File: config.mk
export PLATFORM = sky130hd
export DESIGN_NAME = la_presetgen
export DESIGN_NICKNAME = d
export VERILOG_FILES = /design/src/rtl/la_presetgen_pkg.sv /design/src/rtl/la_presetgen_cnt.sv /design/src/rtl/la_presetgen.sv
export SDC_FILE = /design/constraint.sdc
export NUM_CORES = 1
export LEC_CHECK = 0
export CAP_MARGIN = 20
export CORE_MARGIN = 2
export CORE_UTILIZATION = 58
export CTS_CLUSTER_SIZE = 40
export DETAILED_ROUTE_END_ITERATION = 12
export PLACE_DENSITY = 0.82
export SLEW_MARGIN = 30
export SYNTH_ARGS = -nofsm -noshare
export SYNTH_HDL_FRONTEND = slang
export SYNTH_HIERARCHICAL = 1
export SYNTH_SLANG_ARGS = --single-unit
File: constraint.sdc
create_clock -name clk -period 4.3 [get_ports clk]
set_input_delay 0.645 -clock clk [delete_from_list [all_inputs] [get_ports clk]]
set_output_delay 0.645 -clock clk [all_outputs]
set_load 0.005 [all_outputs]
File: src/rtl/la_presetgen_pkg.sv
// Shared definitions for the preset sequencer.
//   state_t    : sequencer state encoding (IDLE / ASSERT / RELEASE)
//   clog2_min1 : counter width helper, never returns less than 1 bit
package la_presetgen_pkg;

  typedef enum logic [1:0] {
    ST_IDLE    = 2'd0,
    ST_ASSERT  = 2'd1,
    ST_RELEASE = 2'd2
  } state_t;

  // Smallest w >= 1 with 2**w >= v. A zero-width counter is never useful,
  // so STAGGER=0 still gets a 1-bit (idle) timer.
  function automatic int clog2_min1(input int v);
    int w;
    w = 1;
    while ((1 << w) < v) w++;
    return w;
  endfunction

endpackage

File: src/rtl/la_presetgen_cnt.sv
// Terminal-count timer used for both the hold and the stagger intervals.
// Ports:
//   i_clk    : clock, rising edge
//   i_nreset : synchronous active-low reset (count -> 0)
//   i_load   : restart the count from 0 (issued on every state change)
//   i_en     : advance the count while set
//   o_tc     : count has reached TERM; the count saturates there
module la_presetgen_cnt #(
  parameter int W    = 2,
  parameter int TERM = 1
) (
  input  logic i_clk,
  input  logic i_nreset,
  input  logic i_load,
  input  logic i_en,
  output logic o_tc
);

  logic [W-1:0] r_cnt;

  assign o_tc = (r_cnt == W'(TERM));

  always_ff @(posedge i_clk) begin
    if (!i_nreset) begin
      r_cnt <= '0;
    end else if (i_load) begin
      r_cnt <= '0;
    end else if (i_en && !o_tc) begin
      r_cnt <= r_cnt + W'(1);
    end
  end

endmodule

File: src/rtl/la_presetgen.sv
// Preset sequencer: drives the active-low nset pins of N flop banks low
// together, holds them for HOLD cycles, then releases them one slot at a
// time STAGGER cycles apart. Runs after reset; software re-runs it on a
// subset with a one-cycle req.
// Ports:
//   clk    : clock, rising edge
//   nreset : synchronous active-low reset (restarts a full sequence)
//   req    : one-cycle soft sequence request, accepted only when idle
//   sel    : participation mask, sampled with an accepted req
//   nset   : active-low preset outputs, bit i released in slot i
//   busy   : sequence in progress
//   done   : one-cycle pulse on the cycle after completion
module la_presetgen
  import la_presetgen_pkg::*;
#(
  parameter int N       = 4,
  parameter int HOLD    = 8,
  parameter int STAGGER = 2,
  parameter     PROP    = "DEFAULT"
) (
  input  logic         clk,
  input  logic         nreset,
  input  logic         req,
  input  logic [N-1:0] sel,
  output logic [N-1:0] nset,
  output logic         busy,
  output logic         done
);

  localparam int HOLD_W = clog2_min1(HOLD + 1);
  localparam int STG_W  = clog2_min1(STAGGER + 1);
  localparam int IDX_W  = clog2_min1(N + 1);
  // Timers terminate one count early: the releasing edge is the one that
  // sees the terminal count, so a HOLD of 1 releases on the next edge.
  localparam int STG_TERM = (STAGGER > 0) ? STAGGER - 1 : 0;
  // All slots collapse onto the hold edge when there is nothing to stagger.
  localparam bit ONE_SHOT = (N == 1) || (STAGGER == 0);

  state_t           r_state, w_state_next;
  logic [N-1:0]     r_nset, w_nset_next;
  logic [N-1:0]     r_sel, w_sel_next;
  logic [IDX_W-1:0] r_idx, w_idx_next;
  logic             r_busy, w_busy_next;
  logic             r_done, w_done_next;
  logic             w_hold_load, w_stg_load;
  logic             w_hold_tc, w_stg_tc;
  logic [N-1:0]     w_slot_mask;

  // One-hot decode of the slot being released.
  generate
    for (genvar gi = 0; gi < N; gi++) begin : g_slot
      assign w_slot_mask[gi] = (r_idx == IDX_W'(gi));
    end
  endgenerate

  la_presetgen_cnt #(.W(HOLD_W), .TERM(HOLD - 1)) u_hold (
    .i_clk    (clk),
    .i_nreset (nreset),
    .i_load   (w_hold_load),
    .i_en     (r_state == ST_ASSERT),
    .o_tc     (w_hold_tc)
  );

  la_presetgen_cnt #(.W(STG_W), .TERM(STG_TERM)) u_stagger (
    .i_clk    (clk),
    .i_nreset (nreset),
    .i_load   (w_stg_load),
    .i_en     (r_state == ST_RELEASE),
    .o_tc     (w_stg_tc)
  );

  always_comb begin
    w_state_next = r_state;
    w_nset_next  = r_nset;
    w_sel_next   = r_sel;
    w_idx_next   = r_idx;
    w_busy_next  = r_busy;
    w_done_next  = 1'b0;
    w_hold_load  = 1'b0;
    w_stg_load   = 1'b0;
    case (r_state)
      ST_IDLE: begin
        if (req) begin
          w_state_next = ST_ASSERT;
          w_sel_next   = sel;
          w_nset_next  = ~sel;
          w_busy_next  = 1'b1;
          w_hold_load  = 1'b1;
        end
      end
      ST_ASSERT: begin
        if (w_hold_tc) begin
          if (ONE_SHOT) begin
            w_nset_next  = r_nset | r_sel;
            w_state_next = ST_IDLE;
            w_busy_next  = 1'b0;
            w_done_next  = 1'b1;
          end else begin
            // r_idx is 0 here, so the decode selects slot 0.
            w_nset_next  = r_nset | (r_sel & w_slot_mask);
            w_idx_next   = IDX_W'(1);
            w_stg_load   = 1'b1;
            w_state_next = ST_RELEASE;
          end
        end
      end
      ST_RELEASE: begin
        if (w_stg_tc) begin
          // Unselected slots still consume their time slot.
          w_nset_next = r_nset | (r_sel & w_slot_mask);
          if (r_idx == IDX_W'(N - 1)) begin
            w_state_next = ST_IDLE;
            w_busy_next  = 1'b0;
            w_done_next  = 1'b1;
            w_idx_next   = '0;
          end else begin
            w_idx_next = r_idx + IDX_W'(1);
            w_stg_load = 1'b1;
          end
        end
      end
      default: begin
        w_state_next = ST_IDLE;
        w_busy_next  = 1'b0;
      end
    endcase
  end

  always_ff @(posedge clk) begin
    if (!nreset) begin
      r_state <= ST_ASSERT;
    end else begin
      r_state <= w_state_next;
    end
  end

  always_ff @(posedge clk) begin
    if (!nreset) begin
      r_nset <= '0;
      r_sel  <= '1;
      r_idx  <= '0;
      r_busy <= 1'b1;
      r_done <= 1'b0;
    end else begin
      r_nset <= w_nset_next;
      r_sel  <= w_sel_next;
      r_idx  <= w_idx_next;
      r_busy <= w_busy_next;
      r_done <= w_done_next;
    end
  end

  assign nset = r_nset;
  assign busy = r_busy;
  assign done = r_done;

endmodule

# After elaboration in Yosys (flattened, before gate mapping)
# Index checks and enable logic that the tools add are counted.
# totals
regBits	21
input_bits	7
output_inout_bits	6
wordCells	67
# classes
addsub	3
n_eq_ne	11
muxes	24
bitwise_logic	5
reduce_logical	16
# op_table
operator	n
$mux W4	3
$pmux W4 S3	1
$reduce_and A4 Y1	3
$mux W1	9
$mux W3	3
$mux W2	4
$ne A2 B2 Y1 const B	4
$eq A3 B2 Y1 const B	2
$pmux W2 S3	1
$pmux W3 S2	1
$reduce_and A3 Y1	2
$add A4 B1 Y4 const B	1
$and A4 B4 Y4	1
$eq A2 B1 Y1 const B	2
$eq A4 B3 Y1 const B	1
$not A4 Y4	1
$or A4 B4 Y4	1
$reduce_or A2 Y1	2
$add A3 B1 Y3 const B	1
$eq A3 B1 Y1 const B	1
$logic_not A3 Y1	1
$pmux W1 S3	1
$reduce_bool A3 Y1	1
$add A2 B1 Y2 const B	1
other kinds (8)	11

# Depth between registers and ports, before layout
# depth
word_depth	5
depth_mapped	7
depth_no_buf	7

# Hierarchy
# Netlist, hierarchy kept.
# modules_own_cells
module	instances	cells_per_inst	area_per_inst_um2	seq_area_each_um2
la_presetgen	1	94	838.3	300.3
la_presetgen_cnt at u_hold	1	23	210.2	80.1
la_presetgen_cnt at u_stagger	1	10	100.1	40.0

# Least setup slack after synthesis
# Ideal clock, no wire load.
# synth_timing
path_kind	reg-to-reg
start	register r_state[1]
end	register r_nset[3], in the netlist nset[3]
setup_time_ns	0.091
arrival_ns	1.530
t_required_ns	4.209
path_slack_ns	2.679
stages_incl_launch_ff	7
path_buffers	0
synth_period_minus_slack_ns	1.621
cell_sequence	dfxtp_1 -> inv_1 -> ha_1 -> nor2b_4 -> nor4_4 -> a21oi_1 -> a311oi_1
# synth_via
elab_chain_cells	3
elab_cells_between_ends	9
cone_classes	eq/ne (5); mux (1); reduce/logical (3)
# synth_lines
element	line_no	source
from (decl)	la_presetgen.sv:39	state_t r_state, w_state_next;
from (signal assigned)	la_presetgen.sv:133	r_state <= w_state_next;
$eq A2 B2 Y1, or another cell as far along	la_presetgen.sv:81	case (r_state)
$ne A2 B2 Y1 (no line) / $reduce_bool A3 Y1 (equally long branches)	-	
$reduce_and A4 Y1 (no line)	-	
to (signal assigned)	la_presetgen.sv:145	r_nset <= w_nset_next;
to (decl)	la_presetgen.sv:40	logic [N-1:0] r_nset, w_nset_next;
# Parallel ways exist; a longest one is shown, timed or not.
# A chain may end at the register's enable or synchronous reset.

# Worst setup path in the final report
# layout_timing
start	register r_state[0]
end	register r_nset[3], in the netlist nset[3]
# Same word-level chain as after synthesis.

==> out/qor.txt <==
critical path fanouts, max = 12
hold crit path type = register to register
placed insts = 164
final setup fails = 0
Diodes inserted = 0
Pwr Total = 794 uW
setup TNS = 0 ps
post-synthesis instance total = 127
Die Y-Extent = 48.5 um
num ports = 13
vias in the first global route = 911
register area share after synthesis = 36.6%
crit path to = nset[3]
floorplan row count = 16
slew of the pin with the lowest slew margin = 502 ps
CTS Buffer Depth = 2
largest net degree at the start of global routing = 14
critical path arrival = 2250 ps
Yosys top cell by area = dfxtp_1
CP endpoint kind = register
overall global routing resource usage = 20.7%
syn_area_per_cell = 9.04 um^2
synth warn = 6
top cells by area, synth = dfxtp_1, ha_1, nand2_1, a21oi_1, a211oi_1
antenna viol nets, final = 0
PD cells = 601 mW/mm^2
initial antenna violation count = 0
# DRC = 0
Sink Count = 21
Vias per Instance = 5.74
CTS tree = done
fin util = 68.8%
Top FF cell, synth = dfxtp_1
Slew Limit Headroom = 66.4%
Yosys reg bits = 21
leak pwr = 0.000575 uW
total clock buffers created by CTS = 3
WP data required = 4510 ps
Final Skew = 6.39 ps
syn_nets = 146
nets = 161
Tmin final = 2040 ps
number of synthesized flops with an enable pin = 0
Synth top cells by count = dfxtp_1, nand2_1, ha_1, inv_1, a21oi_1
Final GP Congestion = 0.812
Pins Over Slew Limit = 0
Final Non-Filler Cells = 168
R2R Path Start = r_state[0]
endpoints failing hold = 0
gr ovfl total = 0
Die Area = 0.00235 mm^2
status = completed
via count = 964
post-CTS resize count = 0
CTS Hold Buffers Added = 0
Yosys top cell area share = 36.6%
fin crit share = 47.4%
count leader, synth = dfxtp_1
layout cells sized above 1 = 7.80%
r2r worst-path depth = 6
DRT Wirelength = 2.33 mm
flop2flop setup slack = 2260 ps
number of buffers added on ports = 12
worst vdd ir = 0.420 mV
die width = 48.5 um
HPWL after DPL = 1.78 mm
Async SR Flop Fraction = 0%
H-tree depth = 1
Max Cap Violations = 0
drt wl/cell = 13.8 um
synth unique cells = 32
core area = 0.00192 mm^2
fmax = 0.491 GHz
startpoint types = register
Post-Syn Area = 0.00115 mm^2
post-CTS setup buffers = 0
Starting DRT DRC Count = 30
root buf cell = clkbuf_4
First-pass DRT Iterations = 4
RSZ-0062 raised after global routing = false
R2R Path End = nset[3]
Initial Utilization = 59.8%
Worst-path clk slew = 110 ps
# fillers = 162
Worst setup startpoint = r_state[0]
area delta synth->final = 15.0%
first-pass GRT wire length = 3.93 mm
Crit Path Class = register to register
worst skew pair latency = 300 ps
==> cell usage in the layout, fill, tap and decap left out, drive strengths merged <==
| cell type | count |
|---|---|
| a21boi | 2 |
| nand4 | 3 |
| a311oi | 2 |
| or3 | 1 |
| nor2b | 6 |
| nand3b | 4 |
| mux2 | 1 |
| o211ai | 3 |
| o31ai | 2 |
| a211oi | 5 |
| inv | 11 |
| clkdlybuf4s50 | 12 |
| nand2 | 17 |
| xnor2 | 1 |
| nand4b | 1 |
| and2 | 1 |
| nor2 | 7 |
| nand2b | 2 |
| nor4 | 1 |
| o21ai | 5 |
| clkbuf | 4 |
| a2111oi | 1 |
| dfxtp | 21 |
| nand3 | 6 |
| ha | 12 |
| a32oi | 1 |
| a21oi | 9 |
==> per-stage QoR <==
step / hold WS, ps / worst slack, ps / cell area, um^2
after floorplan: 440 / 2680 / 1150
after global placement: 468 / 2270 / 1290
after detailed placement: 473 / 2220 / 1290
after CTS: 493 / 2280 / 1320
after global routing: 506 / 2080 / 1320
final: 489 / 2260 / 1320
==> flip-flops by register name, indices dropped and copies added, names as in the netlist <==
register and count:
u_hold/r_cnt 4, u_stagger/r_cnt 2, busy 1, r_state 2, nset 4, done 1, r_sel 4, r_idx 3
==> cells by family after synthesis <==
kind of cell,count (synthesis),synth area share [%]
multiplexers,1,0.980
buffers and inverters,13,4.25
XOR/XNOR,1,0.763
AND/OR/NAND/NOR,49,25.4
AO/OA/AOI/OAI,30,19.0
flip-flops,21,36.6
adder cells (fa/ha/maj),12,13.1
==> worst max-delay path: stages, from the launching register on <==
cell and delay, ps:
dfxtp_1 400, inv_1 110, ha_1 380, nor2b_2 280, nor4_4 370, a21oi_1 120
a311oi_1 290
==> report_power, final <==
group          leakage [uW]  switching (uW)  internal (uW)  total, uW
clock network     0.0000150            56.6           36.2       92.8
registers          0.000172            39.2            248        287
logic              0.000389             231            184        415
total              0.000575             327            468        794
==> worst min path at each step <==
| stage | start | to | cells after the start |
|---|---|---|---|
| finish | r_sel[0] | r_sel[0] | 2 |
| global route | r_sel[0] | r_sel[0] | 2 |
| CTS | r_sel[0] | r_sel[0] | 2 |
| detailed placement | r_sel[0] | r_sel[0] | 2 |
| global placement | r_sel[0] | r_sel[0] | 2 |
| floorplan | r_idx[2] | r_idx[2] | 2 |
==> final cells by class <==
| cell class | count | area, um^2 | area share, % |
|---|---|---|---|
| multi-input combinational | 93 | 679 | 51.4 |
| sequential | 21 | 420 | 31.8 |
| timing repair buffer | 12 | 120 | 9.09 |
| inverter | 11 | 41.3 | 3.12 |
| tap | 27 | 33.8 | 2.56 |
| clock buffer | 4 | 26.3 | 1.99 |
==> metal layers <==
metal / part of all wire (%) / vias up / global-route usage, %
met4: 1.7 / 0 / 9.05
met5: 0 / - / 0
met3: 3.8 / 5 / 3.09
met2: 49 / 24 / 34.0
li1: - / 471 / -
met1: 45 / 464 / 27.2
No activity file was read; power rests on OpenSTA's default activity.
